File: config.mk
export PLATFORM = sky130hd
export DESIGN_NAME = i2c_reg_master
export DESIGN_NICKNAME = d
export VERILOG_FILES = /design/src/rtl/i2c_reg_master.sv
export SDC_FILE = /design/constraint.sdc
export NUM_CORES = 1
export LEC_CHECK = 0
export ABC_AREA = 1
export CAP_MARGIN = 25
export CORE_MARGIN = 4
export CORE_UTILIZATION = 44
export CTS_CLUSTER_DIAMETER = 150
export DETAILED_ROUTE_END_ITERATION = 16
export PLACE_DENSITY = 0.65
export SLEW_MARGIN = 15
export SYNTH_ARGS = -nofsm -noshare
export SYNTH_HDL_FRONTEND = slang
export SYNTH_SLANG_ARGS = --single-unit
File: constraint.sdc
create_clock -name clk -period 2 [get_ports clk]
set_input_delay 0.6 -clock clk [delete_from_list [all_inputs] [get_ports clk]]
set_output_delay 0.6 -clock clk [all_outputs]
set_load 0.01 [all_outputs]
File: src/rtl/i2c_reg_master.sv
// Single-register I2C controller: write {dev,0} addr data, or read via repeated START.
// SCL/SDA are open-drain enables; each bus phase is four CLK_DIV-cycle quarters.
module i2c_reg_master #(
    parameter int unsigned CLK_DIV  = 30,
    parameter logic [6:0]  DEV_ADDR = 7'h3C
) (
    input  logic       clk,
    input  logic       resetb,
    input  logic       cmd_valid,
    output logic       cmd_ready,
    input  logic       cmd_rw,
    input  logic [7:0] cmd_addr,
    input  logic [7:0] cmd_wdata,
    output logic       rsp_valid,
    output logic [7:0] rsp_rdata,
    output logic       rsp_nack,
    output logic       busy,
    output logic       scl_oe,
    output logic       sda_oe,
    input  logic       sda_in
);

    typedef enum logic [2:0] {
        StIdle, StStart, StByte, StAck, StRestart, StStop, StDone
    } state_e;

    state_e     state_q, state_d;
    logic [9:0] qcnt_q;
    logic [1:0] quarter_q;
    logic [2:0] bit_q;
    logic [1:0] byte_q;
    logic       rw_q;
    logic [7:0] addr_q, wdata_q, shift_q, rdata_q;
    logic       nack_q, rsp_nack_q;
    logic       scl_q, sda_q, scl_d, sda_d;
    logic [1:0] sync_q;
    logic       sda_s, accept, qtick, q2_end, q3_end, tx_bit, mid_clk;
    logic [7:0] tx_byte;

    assign accept    = cmd_valid && (state_q == StIdle);
    assign qtick     = (state_q != StIdle) && (qcnt_q == 10'(CLK_DIV - 1));
    assign q2_end    = qtick && (quarter_q == 2'd2);
    assign q3_end    = qtick && (quarter_q == 2'd3);
    assign sda_s     = sync_q[1];
    assign mid_clk   = (quarter_q == 2'd0) || (quarter_q == 2'd3);
    assign cmd_ready = (state_q == StIdle);
    assign busy      = (state_q != StIdle);
    assign rsp_valid = (state_q == StDone);
    assign rsp_rdata = rdata_q;
    assign rsp_nack  = rsp_nack_q;
    assign scl_oe    = scl_q;
    assign sda_oe    = sda_q;

    // Byte 2 is the write data for writes and the read-direction address for reads.
    always_comb begin
        tx_byte = 8'hFF;
        unique case (byte_q)
            2'd0: tx_byte = {DEV_ADDR, 1'b0};
            2'd1: tx_byte = addr_q;
            2'd2: tx_byte = rw_q ? {DEV_ADDR, 1'b1} : wdata_q;
            2'd3: tx_byte = 8'hFF;
        endcase
    end

    assign tx_bit = tx_byte[3'd7 - bit_q];

    always_comb begin
        state_d = state_q;
        scl_d   = 1'b0;
        sda_d   = 1'b0;
        unique case (state_q)
            StIdle: if (cmd_valid) state_d = StStart;
            StStart: begin
                sda_d = (quarter_q >= 2'd2);
                scl_d = (quarter_q == 2'd3);
                if (q3_end) state_d = StByte;
            end
            StByte: begin
                scl_d = mid_clk;
                sda_d = ~tx_bit;
                if (q3_end && bit_q == 3'd7) state_d = StAck;
            end
            StAck: begin
                scl_d = mid_clk;
                if (q3_end) begin
                    if (nack_q || byte_q == 2'd3 || (byte_q == 2'd2 && !rw_q)) begin
                        state_d = StStop;
                    end else if (byte_q == 2'd1 && rw_q) begin
                        state_d = StRestart;
                    end else begin
                        state_d = StByte;
                    end
                end
            end
            StRestart: begin
                scl_d = mid_clk;
                sda_d = (quarter_q >= 2'd2);
                if (q3_end) state_d = StByte;
            end
            StStop: begin
                scl_d = (quarter_q == 2'd0);
                sda_d = (quarter_q <= 2'd1);
                if (q3_end) state_d = StDone;
            end
            StDone:  state_d = StIdle;
            default: state_d = StIdle;
        endcase
    end

    always_ff @(posedge clk or negedge resetb) begin
        if (!resetb) state_q <= StIdle;
        else         state_q <= state_d;
    end

    always_ff @(posedge clk or negedge resetb) begin
        if (!resetb) begin
            qcnt_q     <= '0;
            quarter_q  <= '0;
            bit_q      <= '0;
            byte_q     <= '0;
            rw_q       <= 1'b0;
            addr_q     <= '0;
            wdata_q    <= '0;
            shift_q    <= '0;
            rdata_q    <= '0;
            nack_q     <= 1'b0;
            rsp_nack_q <= 1'b0;
            scl_q      <= 1'b0;
            sda_q      <= 1'b0;
            sync_q     <= 2'b11;
        end else begin
            sync_q <= {sync_q[0], sda_in};
            scl_q  <= scl_d;
            sda_q  <= sda_d;
            if (accept) begin
                rw_q      <= cmd_rw;
                addr_q    <= cmd_addr;
                wdata_q   <= cmd_wdata;
                nack_q    <= 1'b0;
                bit_q     <= '0;
                byte_q    <= '0;
                qcnt_q    <= '0;
                quarter_q <= '0;
            end else if (state_q == StIdle || state_q == StDone) begin
                qcnt_q    <= '0;
                quarter_q <= '0;
            end else begin
                qcnt_q <= qtick ? 10'd0 : qcnt_q + 10'd1;
                if (qtick) quarter_q <= quarter_q + 2'd1;
                if (q2_end && state_q == StByte) shift_q <= {shift_q[6:0], sda_s};
                // Byte 3's ACK slot is our own NACK to the target, not a status bit.
                if (q2_end && state_q == StAck && byte_q != 2'd3 && sda_s) nack_q <= 1'b1;
                if (q3_end && state_q == StByte) bit_q <= bit_q + 3'd1;
                if (q3_end && state_q == StAck) byte_q <= byte_q + 2'd1;
                if (q3_end && state_q == StStop) begin
                    rsp_nack_q <= nack_q;
                    rdata_q    <= (rw_q && !nack_q) ? shift_q : 8'h00;
                end
            end
        end
    end

endmodule

==> impl_metrics.tcl <==
set metrics [dict create \
    status "finished, final reports clean" \
    async_reset_ff_share_pct 100.0 \
    path_buf_inv 2 \
    diodes 0 \
    cpLargestDelayFamily "flip-flops" \
    finalCriticalPeriod_ps 1941 \
    cap_violations 0 \
    final_cell_mix "nand2_1, dfrtp_1, inv_1" \
    powerDensity_nw_per_um2 1015 \
    gp_congestion 0.8973 \
    synth_seq_area_share_pct 48.68 \
    cts_sinks 59 \
    routed-via-count 2454 \
    hpwl_mm 4.437 \
    vdd_drop_max_v 0.0006550 \
    fin_crit_sh_pct 97.05 \
    p_sw_share_pct 34.98 \
    antenna_found_initial 0 \
    slowest_delay_ps 440 \
    area_delta_synth_final_pct 21.91 \
    netlist_instances 379 \
    grt_pass1_vias 2466 \
    startpoint_type "flip-flop" \
    core_area_um2 6756 \
    rsz0062_at_grt "false" \
    multi_input_area_um2 1386 \
    tightestPinTransition_ps 503.1 \
    io_buffers 34 \
    ys_types 34 \
    grt_pass1_wl_mm 10.78 \
    avgSynthCellArea_um2 8.016 \
    insertion_delay_ps 330 \
    power.total_w 0.003760 \
    grtUsageMet1_pct 19.98 \
    rows 30 \
    start_util_pct 44.96 \
    finalNetCount 458 \
    grt.busiest_layer "met2" \
    cpMaxStageDelayCell "dfrtp_2" \
    pwr-share-seq_pct 42.9 \
    grt_use_met3_pct 5.137 \
    hold_class "in -> async" \
    clock_skew_ps 6.493 \
    arrival_ps 1340 \
    grt_max_degree 60 \
    layout-drive-gt1-share_pct 10.96 \
    cts_buffer_depth 2 \
    final_hold_viol_count 0 \
    tns_ps 0 \
    post-place-ws_ps 70.80 \
    first_pass_iters 4 \
    h-tree-depth 3 \
    cts_root_buf "clkbuf_8" \
    drc 0 \
    worstPathRequired_ps 1400 \
    critPathMaxFanout 5 \
    ys_ff_latch 59 \
    worstSetupPathType "reg -> out" \
    cts_tree "built" \
    cp_cell_sequence "nor2_4 > nand2_4 > inv_2 > dlygate4sd2_1" \
    via_per_inst 4.821 \
    layout_commonest_cell "nand2_1" \
    p_leak_nw 1.791 \
    internal-power_w 0.002445 \
    post_drt_wl_per_cell_um 11.96 \
    p_comb_share_pct 27.9 \
    numCtsBuffers 9 \
    maxSlewViolCount 0 \
    p_clk_share_pct 29.3 \
    first_iter_violations 60 \
    ant_nets 0 \
    gr-usage-met2_pct 26.12 \
    setup_viol_count_final 0 \
    die-area_um2 8297 \
    wl_mm 6.090 \
    synthFlopType "dfrtp_1" \
    synth.yosys.warnings 0 \
    fin_ws_ps 59.05 \
    grt_usage_pct 15.99 \
    fill_cells 653 \
    die_w_um 91.09 \
    grt_overflow_total 0 \
    regArea_um2 1480 \
    switching_power_w 0.001315 \
    synth-edff-count 0 \
    relSlewSlack_pct 66.34 \
    cts.clk_slew.worst_paths_ps 70 \
    chipHeight_um 91.09 \
    syn_nets 413 \
    crit_path_end_kind "output port" \
    clock.fmax_mhz 515.2 \
    io_pins 35 \
    syn_area_um2 3038 \
]
-- logic make-up after synthesis --
kind of cell             synth area share, %
buffers and inverters                  5.930
AO/OA/AOI/OAI                          7.661
XOR/XNOR                              0.5767
adder cells (fa/ha/maj)                5.354
flip-flops                             48.68
AND/OR/NAND/NOR                        31.80
-- power by group through the flow --
stage	Combinational, W	Sequential (W)	Clock, W
after floorplan	0.000689	0.00159	0
after CTS	0.00106	0.00160	0.00114
after global routing	0.00120	0.00164	0.00118
final	0.00105	0.00161	0.00110
after global placement	0.00104	0.00161	0
after detailed placement	0.00106	0.00162	0
-- routing by layer --
metal | routed length, um | vias up | share of wire, %
met3 | 254 | 7 | 4.2
met1 | 2883 | 1124 | 47
li1 | - | 1286 | -
met5 | 0 | - | 0
met4 | 72 | 0 | 1.2
met2 | 2880 | 37 | 47
-- Yosys cell counts (2+ instances only) --
master,instances,area [um2]
xor2_1,2,17.52
dfstp_2,2,52.55
o21ai_1,19,95.09
nor3_1,7,35.03
o21ai_0,5,25.02
nor2_2,3,18.77
inv_2,4,15.01
inv_1,34,127.6
nand2_4,3,33.78
nand3_2,2,20.02
ha_1,13,162.7
nand3_1,23,115.1
clkbuf_1,3,11.26
dfrtp_1,57,1426
nand2_1,138,518.0
buf_2,3,15.01
nor2_1,29,108.9
a21oi_1,15,75.07
nand3_4,2,35.03
-- metrics by stage --
step	cells	area [um2]	hold WS, ps	util (%)
2_1_floorplan	379	3038	304.4	-
3_3_place_gp	491	3486	350.5	51.59
3_5_place_dp	491	3486	348.5	51.59
4_1_cts	509	3700	261.3	54.76
5_1_grt	509	3704	275.5	54.81
6_report	509	3704	263.5	54.81
-- sequential cells by signal, summed over array words and instances (netlist names), 2 cells and up --
| signal | cells |
|---|---|
| byte_q | 2 |
| state_q | 3 |
| sync_q | 2 |
| quarter_q | 2 |
| shift_q | 8 |
| bit_q | 3 |
| wdata_q | 8 |
| qcnt_q | 10 |
| rsp_rdata | 8 |
| addr_q | 8 |
-- layout make-up --
class | count | area share [%]
Clock inverter | 6 | 1.723
Inverter | 38 | 3.851
Clock buffer | 10 | 3.716
Timing Repair Buffer | 41 | 10.61
Tap cell | 80 | 2.703
Sequential cell | 59 | 39.97
Multi-Input combinational cell | 275 | 37.43
-- worst register-to-register path, delay by kind of cell, from the launching register on --
kind / cells / cell delay (ps)
flops: 1 / 430
fa+ha+maj: 1 / 390
buf+inv: 1 / 140
compound gates: 2 / 360
simple gates: 3 / 360
-- final timing paths --
path,slack [ps],cells after the start,start,end
worst max register to register,270,7,byte_q[0],state_q[2]
min in group clk,360,0,sync_q[0],sync_q[1]
max in group asynchronous,1440,2,resetb,sync_q[1]
worst min-delay path,260,2,resetb,qcnt_q[6]
worst max-delay path,60,4,state_q[0],cmd_ready
worst min register to register,360,0,sync_q[0],sync_q[1]
-- timing repair --
item,4_1_cts,5_1_grt
endpoints found under the setup margin,3,2
setup buffers,2,0
hold buffers,0,0
gates resized for setup,4,4
pin swaps,1,0
(Power assumes the default switching activity.)
